## src/rtl/dec_8b10b_pkg.sv

```systemverilog
// Shared constants, sync-FSM states and small helpers for the 8b/10b receive decoder.
// Optional error counter in the top level is enabled by defining DEC_ERR_CNT_EN.
package dec_8b10b_pkg;

  localparam logic [9:0] K28_5_RDN  = 10'b0011111010;
  localparam logic [9:0] K28_5_RDP  = 10'b1100000101;

  localparam logic [5:0] K28_6B_RDN = 6'b001111;
  localparam logic [5:0] K28_6B_RDP = 6'b110000;
  localparam logic [4:0] K28_X      = 5'd28;

  localparam logic [7:0] K28_1_BYTE = 8'h3C;
  localparam logic [7:0] K28_5_BYTE = 8'hBC;
  localparam logic [7:0] K28_7_BYTE = 8'hFC;

  typedef enum logic [1:0] {LOS, ACQ, SYNC} sync_state_e;

  function automatic logic is_comma(input logic [7:0] d, input logic k);
    return k && (d == K28_1_BYTE || d == K28_5_BYTE || d == K28_7_BYTE);
  endfunction

  function automatic logic [3:0] ones6(input logic [5:0] v);
    logic [3:0] n;
    n = '0;
    for (int i = 0; i < 6; i++) n = n + {3'b000, v[i]};
    return n;
  endfunction

endpackage

```

## src/rtl/dec_8b10b_lut.sv

```systemverilog
// Combinational 10b->8b decode with table membership, K detection and
// sub-block running-disparity checking against the supplied running disparity.
module dec_8b10b_lut
  import dec_8b10b_pkg::*;
(
  input  logic [9:0] code_in,
  input  logic       rd_in,
  output logic [7:0] data,
  output logic       k,
  output logic       code_err,
  output logic       disp_err,
  output logic       rd_next
);

  logic [5:0] s6;
  logic [3:0] s4;
  logic [4:0] x;
  logic [2:0] y, y_k;
  logic       v6, k28, v4, a7, r4_def, r4;
  logic [3:0] n6, n4, n10;
  logic       pos6, neg6, pos4, neg4, e6, compat;
  logic       alt_n, alt_p, kx7, valid;
  logic       rd6, rd4, err6, err4;

  assign s6  = code_in[9:4];
  assign s4  = code_in[3:0];
  assign n6  = ones6(s6);
  assign n4  = ones6({2'b00, s4});
  assign n10 = n6 + n4;

  always_comb begin
    v6  = 1'b1;
    k28 = 1'b0;
    x   = 5'd0;
    case (s6)
      6'b100111, 6'b011000: x = 5'd0;
      6'b011101, 6'b100010: x = 5'd1;
      6'b101101, 6'b010010: x = 5'd2;
      6'b110001:            x = 5'd3;
      6'b110101, 6'b001010: x = 5'd4;
      6'b101001:            x = 5'd5;
      6'b011001:            x = 5'd6;
      6'b111000, 6'b000111: x = 5'd7;
      6'b111001, 6'b000110: x = 5'd8;
      6'b100101:            x = 5'd9;
      6'b010101:            x = 5'd10;
      6'b110100:            x = 5'd11;
      6'b001101:            x = 5'd12;
      6'b101100:            x = 5'd13;
      6'b011100:            x = 5'd14;
      6'b010111, 6'b101000: x = 5'd15;
      6'b011011, 6'b100100: x = 5'd16;
      6'b100011:            x = 5'd17;
      6'b010011:            x = 5'd18;
      6'b110010:            x = 5'd19;
      6'b001011:            x = 5'd20;
      6'b101010:            x = 5'd21;
      6'b011010:            x = 5'd22;
      6'b111010, 6'b000101: x = 5'd23;
      6'b110011, 6'b001100: x = 5'd24;
      6'b100110:            x = 5'd25;
      6'b010110:            x = 5'd26;
      6'b110110, 6'b001001: x = 5'd27;
      6'b001110:            x = 5'd28;
      6'b101110, 6'b010001: x = 5'd29;
      6'b011110, 6'b100001: x = 5'd30;
      6'b101011, 6'b010100: x = 5'd31;
      K28_6B_RDN, K28_6B_RDP: begin x = K28_X; k28 = 1'b1; v6 = 1'b0; end
      default:              v6 = 1'b0;
    endcase
  end

  // r4 is the disparity the 4b form must follow: 0 for RD- forms, 1 for RD+ forms
  always_comb begin
    v4     = 1'b1;
    a7     = 1'b0;
    r4_def = 1'b1;
    r4     = 1'b0;
    y      = 3'd0;
    case (s4)
      4'b1011: begin y = 3'd0; r4 = 1'b0; end
      4'b0100: begin y = 3'd0; r4 = 1'b1; end
      4'b1001: begin y = 3'd1; r4_def = 1'b0; end
      4'b0101: begin y = 3'd2; r4_def = 1'b0; end
      4'b1100: begin y = 3'd3; r4 = 1'b0; end
      4'b0011: begin y = 3'd3; r4 = 1'b1; end
      4'b1101: begin y = 3'd4; r4 = 1'b0; end
      4'b0010: begin y = 3'd4; r4 = 1'b1; end
      4'b1010: begin y = 3'd5; r4_def = 1'b0; end
      4'b0110: begin y = 3'd6; r4_def = 1'b0; end
      4'b1110: begin y = 3'd7; r4 = 1'b0; end
      4'b0001: begin y = 3'd7; r4 = 1'b1; end
      4'b0111: begin y = 3'd7; r4 = 1'b0; a7 = 1'b1; end
      4'b1000: begin y = 3'd7; r4 = 1'b1; a7 = 1'b1; end
      default: begin v4 = 1'b0; r4_def = 1'b0; end
    endcase
  end

  assign pos6   = (n6 > 4'd3) || (s6 == 6'b000111);
  assign neg6   = (n6 < 4'd3) || (s6 == 6'b111000);
  assign pos4   = (n4 > 4'd2) || (s4 == 4'b0011);
  assign neg4   = (n4 < 4'd2) || (s4 == 4'b1100);
  assign e6     = pos6 ? 1'b1 : (neg6 ? 1'b0 : r4);
  assign compat = !r4_def || (!pos6 && !neg6) || (pos6 && r4) || (neg6 && !r4);
  // Balanced K28 4b sub-blocks after RD- are the complements of the D forms
  assign y_k    = (!e6 && (y == 3'd1 || y == 3'd2 || y == 3'd5 || y == 3'd6)) ? (3'd7 - y) : y;
  assign alt_n  = (x == 5'd17) || (x == 5'd18) || (x == 5'd20);
  assign alt_p  = (x == 5'd11) || (x == 5'd13) || (x == 5'd14);
  assign kx7    = (x == 5'd23) || (x == 5'd27) || (x == 5'd29) || (x == 5'd30);

  always_comb begin
    valid = 1'b0;
    k     = 1'b0;
    data  = 8'h00;
    if (k28 && v4 && compat && (y != 3'd7 || a7)) begin
      valid = 1'b1;
      k     = 1'b1;
      data  = {y_k, K28_X};
    end else if (v6 && v4 && compat) begin
      if (a7) begin
        if (kx7) begin
          valid = 1'b1;
          k     = 1'b1;
          data  = {3'd7, x};
        end else if ((!r4 && alt_n) || (r4 && alt_p)) begin
          valid = 1'b1;
          data  = {3'd7, x};
        end
      end else if (y != 3'd7 || !((!r4 && alt_n) || (r4 && alt_p))) begin
        valid = 1'b1;
        data  = {y, x};
      end
    end
  end

  always_comb begin
    err6 = 1'b0;
    rd6  = rd_in;
    if (pos6) begin
      err6 = (s6 == 6'b000111) ? !rd_in : rd_in;
      rd6  = 1'b1;
    end else if (neg6) begin
      err6 = (s6 == 6'b111000) ? rd_in : !rd_in;
      rd6  = 1'b0;
    end
    err4 = 1'b0;
    rd4  = rd6;
    if (pos4) begin
      err4 = (s4 == 4'b0011) ? !rd6 : rd6;
      rd4  = 1'b1;
    end else if (neg4) begin
      err4 = (s4 == 4'b1100) ? rd6 : !rd6;
      rd4  = 1'b0;
    end
  end

  assign code_err = !valid;
  assign disp_err = err6 | err4;
  assign rd_next  = valid ? rd4 :
                    (n10 > 4'd5) ? 1'b1 :
                    (n10 < 4'd5) ? 1'b0 : rd_in;

endmodule

```

## src/rtl/dec_8b10b_rx.sv

```systemverilog
// 8b/10b receiver: registered decode, running-disparity tracking and comma-based link sync.
// Define DEC_ERR_CNT_EN to build the saturating bad-word counter on err_count.
module dec_8b10b_rx
  import dec_8b10b_pkg::*;
#(
  parameter int COMMA_CNT = 3,
  parameter int ERR_LIMIT = 4,
  parameter int GOOD_RUN  = 4
) (
  input  logic        clk,
  input  logic        rst,
  input  logic [9:0]  code_in,
  input  logic        code_valid,
  output logic [7:0]  data_out,
  output logic        k_out,
  output logic        data_valid,
  output logic        code_err,
  output logic        disp_err,
  output logic        rd_out,
  output logic        sync,
  output logic [15:0] err_count
);

  localparam logic [7:0] COMMA_N = 8'(COMMA_CNT);
  localparam logic [7:0] ERR_N   = 8'(ERR_LIMIT);
  localparam logic [7:0] GOOD_N  = 8'(GOOD_RUN);

  logic [7:0]  lut_data;
  logic        lut_k, lut_cerr, lut_derr, lut_rd;
  logic        bad, comma;
  sync_state_e state_q, state_d;
  logic [7:0]  comma_cnt_q, comma_cnt_d, err_cnt_q, err_cnt_d, good_cnt_q, good_cnt_d;
  logic [7:0]  comma_inc, err_inc, good_inc;
  logic [7:0]  data_q;
  logic        k_q, dv_q, cerr_q, derr_q, rd_q, sync_q;

  dec_8b10b_lut u_lut (
    .code_in  (code_in),
    .rd_in    (rd_q),
    .data     (lut_data),
    .k        (lut_k),
    .code_err (lut_cerr),
    .disp_err (lut_derr),
    .rd_next  (lut_rd)
  );

  assign bad       = lut_cerr | lut_derr;
  assign comma     = !bad && is_comma(lut_data, lut_k);
  assign comma_inc = comma_cnt_q + 8'd1;
  assign err_inc   = err_cnt_q + 8'd1;
  assign good_inc  = good_cnt_q + 8'd1;

  always_comb begin
    state_d     = state_q;
    comma_cnt_d = comma_cnt_q;
    err_cnt_d   = err_cnt_q;
    good_cnt_d  = good_cnt_q;
    if (code_valid) begin
      case (state_q)
        LOS: if (comma) begin
          comma_cnt_d = 8'd1;
          err_cnt_d   = 8'd0;
          good_cnt_d  = 8'd0;
          state_d     = (8'd1 >= COMMA_N) ? SYNC : ACQ;
        end
        ACQ: if (bad) begin
          state_d     = LOS;
          comma_cnt_d = 8'd0;
        end else if (comma) begin
          comma_cnt_d = comma_inc;
          if (comma_inc >= COMMA_N) begin
            state_d    = SYNC;
            err_cnt_d  = 8'd0;
            good_cnt_d = 8'd0;
          end
        end
        SYNC: if (bad) begin
          good_cnt_d = 8'd0;
          err_cnt_d  = err_inc;
          if (err_inc >= ERR_N) begin
            state_d     = LOS;
            err_cnt_d   = 8'd0;
            comma_cnt_d = 8'd0;
          end
        end else if (good_inc >= GOOD_N) begin
          good_cnt_d = 8'd0;
          err_cnt_d  = (err_cnt_q != 8'd0) ? err_cnt_q - 8'd1 : 8'd0;
        end else begin
          good_cnt_d = good_inc;
        end
        default: state_d = LOS;
      endcase
    end
  end

  always_ff @(posedge clk) begin
    if (rst) begin
      state_q     <= LOS;
      comma_cnt_q <= 8'd0;
      err_cnt_q   <= 8'd0;
      good_cnt_q  <= 8'd0;
      data_q      <= 8'h00;
      k_q         <= 1'b0;
      dv_q        <= 1'b0;
      cerr_q      <= 1'b0;
      derr_q      <= 1'b0;
      rd_q        <= 1'b0;
      sync_q      <= 1'b0;
    end else begin
      state_q     <= state_d;
      comma_cnt_q <= comma_cnt_d;
      err_cnt_q   <= err_cnt_d;
      good_cnt_q  <= good_cnt_d;
      sync_q      <= (state_d == SYNC);
      dv_q        <= code_valid;
      if (code_valid) begin
        data_q <= lut_data;
        k_q    <= lut_k;
        cerr_q <= lut_cerr;
        derr_q <= lut_derr;
        rd_q   <= lut_rd;
      end
    end
  end

`ifdef DEC_ERR_CNT_EN
  logic [15:0] err_count_q;
  always_ff @(posedge clk) begin
    if (rst) begin
      err_count_q <= 16'h0000;
    end else if (code_valid && bad && err_count_q != 16'hFFFF) begin
      err_count_q <= err_count_q + 16'd1;
    end
  end
  assign err_count = err_count_q;
`else
  assign err_count = 16'h0000;
`endif

  assign data_out   = data_q;
  assign k_out      = k_q;
  assign data_valid = dv_q;
  assign code_err   = cerr_q;
  assign disp_err   = derr_q;
  assign rd_out     = rd_q;
  assign sync       = sync_q;

endmodule

```

## config.mk

```make
export PLATFORM = sky130hd
export DESIGN_NAME = dec_8b10b_rx
export DESIGN_NICKNAME = d
export VERILOG_FILES = /design/src/rtl/dec_8b10b_pkg.sv /design/src/rtl/dec_8b10b_lut.sv /design/src/rtl/dec_8b10b_rx.sv
export SDC_FILE = /design/constraint.sdc
export NUM_CORES = 1
export LEC_CHECK = 0
export CORE_MARGIN = 4
export CORE_UTILIZATION = 45
export DETAILED_ROUTE_END_ITERATION = 6
export PLACE_DENSITY = 0.68
export SLEW_MARGIN = 15
export SYNTH_ARGS = -nofsm -noshare
export SYNTH_HDL_FRONTEND = slang
export SYNTH_SLANG_ARGS = --single-unit
```

## constraint.sdc

```tcl
create_clock -name clk -period 5.05 [get_ports clk]
set_clock_uncertainty 0.15 [all_clocks]
set_input_delay 1.01 -clock clk [delete_from_list [all_inputs] [get_ports clk]]
set_output_delay 1.01 -clock clk [all_outputs]
set_load 0.02 [all_outputs]
```

==> metrics.log, run 1 <==
[metrics] number of enable flip-flop cells after synthesis: 0
[metrics] Final nets: 708
[metrics] total via count after detailed routing: 4649
[metrics] clock period minus final worst setup slack: 5.19 ns
[metrics] wire length of the first global-routing pass: 20300 µm
[metrics] ratio of final minimum period to clock period: 103%
[metrics] Worst Setup SP: code_in[5]
[metrics] total gr overflow: 0
[metrics] Pre-Repair DR Iteration Count: 6
[metrics] number of sinks driven by the clock tree: 40
[metrics] met2 Use GR: 37.2%
[metrics] final setup slack of the worst path: -0.139 ns
[metrics] Antenna Diode Count: 0
[metrics] Synth warnings: 0
[metrics] endpoint required time on the critical path: 5.09 ns
[metrics] remaining antenna violation count: 0
[metrics] worst slew slack as a fraction of its limit: 34.0%
[metrics] max-slew violation total from the final report: 0
[metrics] I/O pin cnt: 43
[metrics] Core Footprint: 9280 µm²
[metrics] detailed-route wire length: 12800 µm
[metrics] PortBufs: 26
[metrics] final hold viol count: 0
[metrics] Achievable Freq: 193 MHz
[metrics] distinct cell type count of the synthesized netlist: 94
[metrics] worst setup path end: err_cnt_q[4]
[metrics] Initial Util: 46.4%
[metrics] H-tree lvl count: 2
[metrics] most frequent standard cell in the layout excluding fill and tap cells: sky130_fd_sc_hd__buf_4
[metrics] number of setup violations in the final report: 16
[metrics] die area: 11200 µm²
[metrics] clock tree from TritonCTS: done
[metrics] final routed wire length divided by cell count: 16.1 µm
[metrics] Post-Synthesis Cell Area: 4300 µm²
[metrics] dpl cell area: 5350 µm²
[metrics] unrepaired setup endpoints after global routing: yes
[metrics] worst slew pin tran: 0.986 ns
[metrics] cell area after layout: 5910 µm²
[metrics] number of CTS-inserted buffers: 5
[metrics] maximum resistive drop on vdd: 0.141 mV
[metrics] HPWL reported at the end of detailed placement: 9110 µm
[metrics] async set-reset flop share out of synthesis: 0%
[metrics] predominant post-synthesis flop cell: sky130_fd_sc_hd__dfxtp_1
[metrics] aggregate global-route resource usage: 21.4%
[metrics] pin count of the biggest net entering global routing: 32
[metrics] Core Rows: 35
[metrics] drt initial violations: 289
[metrics] Maximum Capacitance Violations: 0
[metrics] cell count after synthesis: 546
[metrics] Chip Height: 106 µm
[metrics] number of design rule violations left after detail routing: 0
[metrics] register-to-register setup slack: 2.04 ns
[metrics] hold slack final: 0.331 ns
[metrics] worst reg2reg startpoint: rd_out
[metrics] Seq/Total Area, Yosys: 18.6%
[metrics] Static Leak: 0.00241 µW
[metrics] Avg Cell Area, Syn: 7.88 µm²
[metrics] antenna violations before repair: 0
[metrics] post-detailed-route via-to-cell ratio: 5.85
[metrics] peak fanout along the critical path: 6
[metrics] commonest non-fill, non-tap cells in the layout: 103 x sky130_fd_sc_hd__buf_4, 40 x sky130_fd_sc_hd__nor2_1, 40 x sky130_fd_sc_hd__dfxtp_1
[metrics] number of global-route vias before repair: 4463
[metrics] Cell Pwr Density: 191 nW/µm²
[metrics] violations in the final reports: negative setup slack
[metrics] status: finished with violations
[metrics] Startpoint Class: input port
[metrics] type of the worst setup path: input port to flip-flop
[metrics] global placement routability congestion: 0.950
[metrics] type of the most critical hold path: flip-flop to flip-flop
[metrics] Worst R2R Path Depth: 12
[metrics] fraction of met1 tracks used by global routing: 26.7%
[metrics] Chip Width: 106 µm
[metrics] flip-flop and latch count after synthesis: 40
[metrics] met3 routing resource usage after global routing: 2.69%
[metrics] CTS clock-pin slew for the worst setup and hold paths: 0.08 ns
[metrics] Crit Reg-Reg Endpoint: err_cnt_q[4]
[metrics] share of final-layout standard cells stronger than drive strength 1: 33.5%
[metrics] maximum number of buffers from clock root to sink: 2
[metrics] layout overhead on the synthesized area: 37.3%
[metrics] type of destination of the critical path: flip-flop
[metrics] GRT Max-Usage Layer: met2
[metrics] crit path DAT: 5.23 ns
[metrics] source-to-sink clock delay at the later pin of the worst-skew pair: 0.30 ns
[metrics] hold buffer count at cts: 0
[metrics] buffer cell driving the clock tree root: sky130_fd_sc_hd__clkbuf_8
metal layers:
layer | part of all wire, % | vias up
met5 | 0 | -
met4 | 3.7 | 0
met3 | 6.7 | 44
met2 | 50 | 232
met1 | 40 | 2166
li1 | - | 2207
where the power goes:
group	switching (µW)	internal [µW]	total (µW)
Clock	112	174	286
Sequential	6.36	324	330
Combinational	271	242	513
Total	390	740	1130
Yosys cell counts (3+ instances only):
cell type | n | area share (%)
sky130_fd_sc_hd__nor2_1 | 43 | 3.7
sky130_fd_sc_hd__nand2_1 | 42 | 3.7
sky130_fd_sc_hd__dfxtp_1 | 40 | 19
sky130_fd_sc_hd__inv_1 | 35 | 3.1
sky130_fd_sc_hd__a21oi_1 | 31 | 3.6
sky130_fd_sc_hd__nand3_1 | 27 | 3.1
sky130_fd_sc_hd__ha_1 | 25 | 7.3
sky130_fd_sc_hd__buf_4 | 19 | 3.3
sky130_fd_sc_hd__o21ai_0 | 19 | 2.2
sky130_fd_sc_hd__a211oi_1 | 15 | 2.6
sky130_fd_sc_hd__nand2b_1 | 15 | 2.2
sky130_fd_sc_hd__clkbuf_1 | 14 | 1.2
sky130_fd_sc_hd__nor3_1 | 14 | 1.6
sky130_fd_sc_hd__and2_1 | 12 | 1.7
sky130_fd_sc_hd__a31oi_1 | 9 | 1.3
sky130_fd_sc_hd__nor2b_1 | 8 | 1.2
sky130_fd_sc_hd__buf_6 | 7 | 1.8
sky130_fd_sc_hd__nand3b_1 | 7 | 1.2
sky130_fd_sc_hd__buf_2 | 6 | 0.70
sky130_fd_sc_hd__xor2_1 | 6 | 1.2
sky130_fd_sc_hd__a211o_1 | 5 | 1.0
sky130_fd_sc_hd__a21o_1 | 5 | 0.87
sky130_fd_sc_hd__and3_1 | 5 | 0.73
sky130_fd_sc_hd__fa_1 | 5 | 2.3
sky130_fd_sc_hd__nand4_1 | 5 | 0.73
sky130_fd_sc_hd__nor4_1 | 5 | 0.73
sky130_fd_sc_hd__o22ai_1 | 5 | 0.73
sky130_fd_sc_hd__o32ai_1 | 5 | 1.0
sky130_fd_sc_hd__or3_1 | 5 | 0.73
sky130_fd_sc_hd__nand4b_1 | 4 | 0.81
sky130_fd_sc_hd__o211ai_1 | 4 | 0.70
sky130_fd_sc_hd__o21a_1 | 4 | 0.70
sky130_fd_sc_hd__a22oi_1 | 3 | 0.52
sky130_fd_sc_hd__a311oi_1 | 3 | 0.61
sky130_fd_sc_hd__mux2i_1 | 3 | 0.70
sky130_fd_sc_hd__nand2_2 | 3 | 0.44
sky130_fd_sc_hd__nor3b_1 | 3 | 0.52
sky130_fd_sc_hd__nor4_4 | 3 | 1.5
sky130_fd_sc_hd__o21ai_2 | 3 | 0.61
sky130_fd_sc_hd__o41ai_1 | 3 | 0.61
sky130_fd_sc_hd__xnor2_1 | 3 | 0.61
cell type report:
class,count,area [µm²]
Multi-Input combinational cell,437,3460
Inverter,37,151
Sequential cell,40,801
Clock buffer,7,96.3
Timing Repair Buffer,144,1210
Fill cell,784,3370
Clock inverter,1,30.0
Tap cell,129,161
worst min-delay path by stage:
stage | startpoint | depth (start not counted) | to
2_1_floorplan | comma_cnt_q[7] | 2 | comma_cnt_q[7]
3_3_place_gp | comma_cnt_q[7] | 2 | comma_cnt_q[7]
6_report | comma_cnt_q[7] | 2 | comma_cnt_q[7]
4_1_cts | comma_cnt_q[7] | 2 | comma_cnt_q[7]
5_1_grt | comma_cnt_q[7] | 2 | comma_cnt_q[7]
3_5_place_dp | comma_cnt_q[7] | 2 | comma_cnt_q[7]
sequential cells by signal (all words and copies together) (netlist names):
name / count
sync: 1
rd_out: 1
comma_cnt_q: 8
err_cnt_q: 8
k_out: 1
data_valid: 1
disp_err: 1
good_cnt_q: 8
code_err: 1
state_q: 2
data_out: 8
kinds of logic (layout without fill, tap and decap cells):
logic type,Yosys count,after routing,synth area share (%)
AO/OA/AOI/OAI,149,149,26.5
XOR/XNOR,9,9,1.83
adder cells (fa/ha/maj),30,30,9.59
buffers and inverters,84,189,10.6
flip-flops,40,40,18.6
multiplexers,6,6,1.48
other,1,16,0.0871
AND/OR/NAND/NOR,227,227,31.2
critical path, stage by stage:
cell and delay (ns):
sky130_fd_sc_hd__buf_8 0.08, sky130_fd_sc_hd__inv_6 0.03, sky130_fd_sc_hd__ha_4 0.25, sky130_fd_sc_hd__inv_2 0.03, sky130_fd_sc_hd__fa_1 0.45, sky130_fd_sc_hd__fa_2 0.34, sky130_fd_sc_hd__inv_2 0.06, sky130_fd_sc_hd__fa_1 0.42
sky130_fd_sc_hd__nor2b_4 0.15, sky130_fd_sc_hd__a31oi_1 0.18, sky130_fd_sc_hd__or3_4 0.16, sky130_fd_sc_hd__a31oi_4 0.09, sky130_fd_sc_hd__buf_4 0.15, sky130_fd_sc_hd__a41oi_2 0.16, sky130_fd_sc_hd__or3b_4 0.44, sky130_fd_sc_hd__o21bai_4 0.16
sky130_fd_sc_hd__buf_4 0.14, sky130_fd_sc_hd__nand4_1 0.16, sky130_fd_sc_hd__a21oi_2 0.29, sky130_fd_sc_hd__buf_6 0.17, sky130_fd_sc_hd__nand2_4 0.09, sky130_fd_sc_hd__o41ai_2 0.21
metrics by stage:
stage	util [%]	power (µW)	instances	setup TNS (ns)	setup slack, ns
2_1_floorplan	-	642	561	-1.59	-0.249
3_3_place_gp	57.6	784	774	-20.75	-0.755
3_5_place_dp	57.6	793	774	-25.05	-0.876
4_1_cts	60.7	1100	788	-1.05	-0.143
5_1_grt	63.7	1200	795	-4.69	-0.275
6_report	63.7	1130	795	-1.28	-0.139
repair_timing:
item	CTS	global route
pin swaps	23	30
buffers inserted	6	9
setup endpoints to repair	35	30
cloned	0	1
gates resized for setup	35	51
(Power assumes the default switching activity.)
==> run 2: changes to the inputs <==
CORE_MARGIN = 1   (was 4)
==> metrics.log, run 2 (synthesis results as in run 1) <==
[metrics] share of final-layout standard cells stronger than drive strength 1: 33.4%
[metrics] final hold viol count: 0
[metrics] total via count after detailed routing: 4585
[metrics] commonest non-fill, non-tap cells in the layout: 115 x sky130_fd_sc_hd__buf_4, 40 x sky130_fd_sc_hd__nor2_1, 40 x sky130_fd_sc_hd__dfxtp_1
[metrics] Net Sw Frac: 34.6%
[metrics] total power consumption of the routed design: 1110 µW
[metrics] source-to-sink clock delay at the later pin of the worst-skew pair: 0.30 ns
[metrics] power share of the combinational group: 44.9%
[metrics] detailed-route wire length: 12300 µm
[metrics] status: finished with violations
[metrics] Finished Layout Cells: 803
[metrics] register share of total power: 29.8%
[metrics] aggregate global-route resource usage: 24.4%
[metrics] type of the most critical hold path: flip-flop to flip-flop
[metrics] crit path DAT: 5.27 ns
[metrics] PortBufs: 26
[metrics] max-slew violation total from the final report: 0
[metrics] wire length of the first global-routing pass: 20000 µm
[metrics] Maximum Capacitance Violations: 0
[metrics] number of CTS-inserted buffers: 5
[metrics] total negative slack for setup checks: -0.373 ns
[metrics] register-to-register setup slack: 2.05 ns
[metrics] endpoint required time on the critical path: 5.11 ns
[metrics] number of sinks driven by the clock tree: 40
[metrics] part of the total power dissipated in the clock network: 25.3%
[metrics] destination of the worst hold path: data_out[2]
[metrics] power spent charging and discharging nets: 383 µW
[metrics] H-tree lvl count: 2
[metrics] peak fanout along the critical path: 3
[metrics] I/O pin cnt: 43
[metrics] Initial Util: 46.6%
[metrics] Core Rows: 35
[metrics] total gr overflow: 0
[metrics] Chip Height: 99.8 µm
[metrics] CTS clock-pin slew for the worst setup and hold paths: 0.08 ns
[metrics] worst reg2reg startpoint: rd_out
[metrics] number of setup violations in the final report: 8
[metrics] layout overhead on the synthesized area: 36.2%
[metrics] number of global-route vias before repair: 4288
[metrics] Crit Reg-Reg Endpoint: comma_cnt_q[1]
[metrics] clock tree from TritonCTS: done
[metrics] maximum resistive drop on vdd: 0.157 mV
[metrics] Static Leak: 0.00242 µW
[metrics] unrepaired setup endpoints after global routing: yes
[metrics] final cell utilization of the core: 63.5%
[metrics] Cell Pwr Density: 189 nW/µm²
[metrics] die area: 9960 µm²
[metrics] Chip Width: 99.8 µm
[metrics] buffer cell driving the clock tree root: sky130_fd_sc_hd__clkbuf_8
[metrics] cell depth of the worst hold path: 2
[metrics] Startpoint Class: input port
[metrics] type of destination of the critical path: flip-flop
[metrics] Int Pwr: 723 µW
[metrics] HPWL reported at the end of detailed placement: 9110 µm
[metrics] antenna violations before repair: 0
[metrics] worst slew slack as a fraction of its limit: 59.4%
[metrics] post-detailed-route via-to-cell ratio: 5.71
[metrics] global placement routability congestion: 0.900
[metrics] remaining antenna violation count: 0
[metrics] hold buffer count at cts: 0
[metrics] most frequent standard cell in the layout excluding fill and tap cells: sky130_fd_sc_hd__buf_4
[metrics] placed cell count: 780
[metrics] number of design rule violations left after detail routing: 0
[metrics] source of the worst hold timing path: data_out[2]
[metrics] Achievable Freq: 192 MHz
[metrics] hold slack final: 0.321 ns
[metrics] Worst R2R Path Depth: 11
[metrics] Pre-Repair DR Iteration Count: 5
[metrics] pin count of the biggest net entering global routing: 32
[metrics] Final nets: 716
[metrics] clock period minus final worst setup slack: 5.20 ns
[metrics] Core Footprint: 9240 µm²
[metrics] violations in the final reports: negative setup slack
[metrics] drt initial violations: 203
[metrics] final routed wire length divided by cell count: 15.4 µm
[metrics] Antenna Diode Count: 0
[metrics] type of the worst setup path: input port to flip-flop
[metrics] worst slew pin tran: 0.605 ns
[metrics] ratio of final minimum period to clock period: 103%
[metrics] maximum number of buffers from clock root to sink: 2
[metrics] final setup slack of the worst path: -0.153 ns
## run 2: cell types whose count changed in the layout (fill, tap and decap cells not counted), sizes merged
cell           previous run  this run
clkinv                    0         1
clkbuf                    7         6
clkdlybuf4s15             0         1
buf                     120       128
dlygate4sd2               2         1
## run 2: metrics by stage
step                      instance area [µm²]  setup WS [ns]
after detailed placement                 5380         -0.876
after global placement                   5380         -0.754
final                                    5860         -0.153
after floorplan                          4460         -0.249
after CTS                                5630         -0.205
after global routing                     5860         -0.324
## run 2: worst max-delay path by stage
stage,cells past startpoint,to,slack (ns),from
after floorplan,20,comma_cnt_q[4],-0.25,code_in[8]
after global placement,21,comma_cnt_q[4],-0.75,code_in[5]
after detailed placement,22,sync,-0.88,code_in[5]
after CTS,22,comma_cnt_q[1],-0.20,code_in[4]
after global routing,22,comma_cnt_q[1],-0.32,code_in[5]
final,22,comma_cnt_q[1],-0.15,code_in[4]
## run 2: what timing repair did
action                                  in CTS  in global routing
hold endpoints to repair                     0                  0
resized for setup                           29                 41
endpoints found under the setup margin      32                 30
pin swaps                                   28                 24
setup buffers                                9                  8
## run 2: worst max-delay path: stages
cell	delay (ns)
sky130_fd_sc_hd__buf_8	0.08
sky130_fd_sc_hd__inv_4	0.03
sky130_fd_sc_hd__ha_4	0.25
sky130_fd_sc_hd__inv_2	0.03
sky130_fd_sc_hd__fa_1	0.52
sky130_fd_sc_hd__fa_2	0.20
sky130_fd_sc_hd__inv_2	0.03
sky130_fd_sc_hd__fa_1	0.50
sky130_fd_sc_hd__nor2b_4	0.16
sky130_fd_sc_hd__a31oi_1	0.08
sky130_fd_sc_hd__or3_4	0.34
sky130_fd_sc_hd__a31oi_4	0.18
sky130_fd_sc_hd__nor3b_4	0.07
sky130_fd_sc_hd__o2111a_2	0.16
sky130_fd_sc_hd__a21oi_2	0.12
sky130_fd_sc_hd__nand2_2	0.08
sky130_fd_sc_hd__a211oi_4	0.30
sky130_fd_sc_hd__nand2_2	0.09
sky130_fd_sc_hd__a211o_1	0.36
sky130_fd_sc_hd__buf_6	0.14
sky130_fd_sc_hd__or3_1	0.38
sky130_fd_sc_hd__a21oi_1	0.17
## run 2: area by class of cell
type                       instances  area [µm²]
multi-input combinational        437        3380
fill                             796        3380
timing repair buffer             152        1260
sequential                        40         801
tap                              129         161
inverter                          37         149
clock buffer                       6        82.6
clock inverter                     2        38.8
## run 2: routing by layer
metal / routed length, µm / part of all wire (%) / vias to the layer above / GRT usage [%]
li1: - / - / 2226 / -
met1: 5430 / 44 / 2194 / 32.4
met2: 6080 / 49 / 135 / 42.1
met3: 548 / 4.4 / 30 / 2.37
met4: 277 / 2.2 / 0 / 7.01
met5: 0 / 0 / - / 0
## run 2: power by group through the flow
stage          clock (µW)  sequential [µW]  combinational, µW
6_report              280              329                496
5_1_grt               296              331                540
4_1_cts               283              329                466
3_5_place_dp            0              337                462
3_3_place_gp            0              336                451
2_1_floorplan           0              346                296
==> patch (flow settings as in run 2) <==
The output `data_valid` loses its register stage (`dv_q` becomes a continuous assignment).
--- a/src/rtl/dec_8b10b_rx.sv
+++ b/src/rtl/dec_8b10b_rx.sv
@@ -101,7 +101,6 @@
       good_cnt_q  <= 8'd0;
       data_q      <= 8'h00;
       k_q         <= 1'b0;
-      dv_q        <= 1'b0;
       cerr_q      <= 1'b0;
       derr_q      <= 1'b0;
       rd_q        <= 1'b0;
@@ -112,7 +111,6 @@
       err_cnt_q   <= err_cnt_d;
       good_cnt_q  <= good_cnt_d;
       sync_q      <= (state_d == SYNC);
-      dv_q        <= code_valid;
       if (code_valid) begin
         data_q <= lut_data;
         k_q    <= lut_k;
@@ -122,6 +120,8 @@
       end
     end
   end
+
+  assign dv_q = code_valid;
 
 `ifdef DEC_ERR_CNT_EN
   logic [15:0] err_count_q;
Formal check against the unedited RTL: not equivalent (Yosys sat finds a counterexample within 4 cycles, from zero or initial values and one cycle with rst high).
==> patch against run 2 <==
Sequential cell count decreased by 1; combinational power down 1%; setup slack improved by 0.18 ns; area after synthesis increased by 1.1%; wire length shrank 7.0%; largest cell class unchanged; design area decreased by 7.1%; power is 7.5% lower; clock power is 26% lower.
==> patch: results (changes against run 2) <==
Detailed routing
  – Vias per inst: 5.72 (was 5.71)
  – DR pass1 iterations: 4 (was 5)
  – DRT iter0 DRCs: 260 (was 203)
  – Drt wl/cell: 14.8 um (was 15.4 um)

Synth
  – Area contributors post-synth: dfxtp_1, ha_1, nor2_1 (unchanged)
  – Top cells by count, synth: nor2_1, dfxtp_1, inv_1 (was nor2_1, nand2_1, dfxtp_1)
  – Post-synthesis sequential area ratio: 17.9% (was 18.6%)

Final layout
  – Sequential Area: 781 um^2 (was 801 um^2)
  – Buffer share of cell area: 18.5% (was 21.4%)
  – Non-clock buffers: 124 (was 152)
  – Fraction of area in multi-input gates: 59.7% (was 57.6%)
  – Clock network area share: 1.56% (was 2.07%)
  – Layout cell share with drive strength beyond 1: 25.9% (was 33.4%)
  – Seq cells: 39 (was 40)
  – Comb_multi_in: 438 (was 437)

Place
  – Pre-CTS setup slack: -0.925 ns (was -0.876 ns)
  – GPL Wtd Cong: 0.887 (was 0.900)

Power
  – Net Sw Power: 379 uW (was 383 uW)
  – P_leak: 0.00218 uW (was 0.00242 uW)
  – Logic gate share of total power: 48.0% (was 44.9%)
  – Sequential share of power: 31.6% (was 29.8%)
  – VDD IR max: 0.112 mV (was 0.157 mV)

Min path
  – Hold path start: data_out[3]$_SDFFE_PP0P_ (was data_out[2]$_SDFFE_PP0P_)
  – Hold Path Sink: data_out[3]$_SDFFE_PP0P_ (was data_out[2]$_SDFFE_PP0P_)

Setup path
  – Path depth of the worst reg2reg path: 13 (was 11)
  – Crit-path slowest cell: or4_4 (was fa_1)
  – Worst R2R Start: comma_cnt_q[0]$_SDFFE_PP0P_ (was rd_out$_SDFFE_PP0P_)
  – Worst Path Max Fanout: 4 (was 3)
  – R2R Path End: err_cnt_q[2]$_SDFFE_PP0P_ (was comma_cnt_q[1]$_SDFFE_PP0P_)
  – Worst reg2reg setup slack: 2.03 ns (was 2.05 ns)

Global route
  – Vias in the first global route: 4,254 (was 4,288)
  – GR Layer Usage met1: 28.4% (was 32.4%)
  – First-pass GRT wire length: 19.4 mm (was 20.0 mm)
  – Met2 Resource Use GR: 42.6% (was 42.1%)
  – Met3 Use GR: 1.95% (was 2.37%)
  – GRT Total Usage: 23.1% (was 24.4%)

CTS
  – Cts bufs inserted: 5 (unchanged)
  – Postcts setup bufs: 7 (was 9)

Timing
  – Max Clk Rate: 199 MHz (was 192 MHz)
  – Slew @ Worst Pin: 0.603 ns (was 0.605 ns)
  – # setup viols final: 0 (was 8)

Status
  – Status: finished, final reports clean (was finished, violations left)
[patch: cell types whose count changed after synthesis, sizes merged, moves of 5 or more]
cell,change
o22ai,+5
buf,+9
nand3,+5
clkbuf,-5
nand2,-15
or2,+6
and2,-5
a21o,+5
o32ai,-5
o21ai,-9
[patch: stage by stage]
stage	util [%]	instances	cell area (um^2)	TNS (ns)
global route	58.7	775	5450	-1.34
finish	58.7	775	5450	0
CTS	57.7	775	5360	0
detailed placement	56.1	760	5210	-24.77
floorplan	-	565	4480	-0.994
global placement	56.1	760	5210	-21.43
[patch: cell families (layout without fill, tap and decap cells)]
family / Yosys count / count (layout) / synth area share [%]
xor gates and xnor gates: 9 / 9 / 1.98
DFF: 39 / 39 / 17.9
buffers and inverters: 88 / 169 / 11.8
other: 1 / 16 / 0.0862
adders and majority gates: 30 / 30 / 9.49
and+or+nand+nor: 227 / 227 / 30.2
muxes: 12 / 12 / 3.28
AOI/OAI and AO/OA: 144 / 144 / 25.2
[patch: worst max-delay path by stage]
stage / cells after the start / start / slack (ns) / to
after global placement: 20 / code_in[5] / -0.82 / err_cnt_q[0]$_SDFFE_PP0P_
after detailed placement: 20 / code_in[5] / -0.93 / err_cnt_q[7]$_SDFFE_PP0P_
after floorplan: 20 / code_in[5] / -0.14 / err_cnt_q[0]$_SDFFE_PP0P_
final: 20 / code_in[5] / 0.03 / comma_cnt_q[7]$_SDFFE_PP0P_
after global routing: 22 / code_in[5] / -0.14 / err_cnt_q[0]$_SDFFE_PP0P_
after CTS: 20 / code_in[4] / 0.02 / comma_cnt_q[7]$_SDFFE_PP0P_
[patch: worst min-delay path, stage by stage, from the launching register on]
cell and delay [ns]:
dfxtp_1 0.32, nand2_1 0.06, a21oi_1 0.05
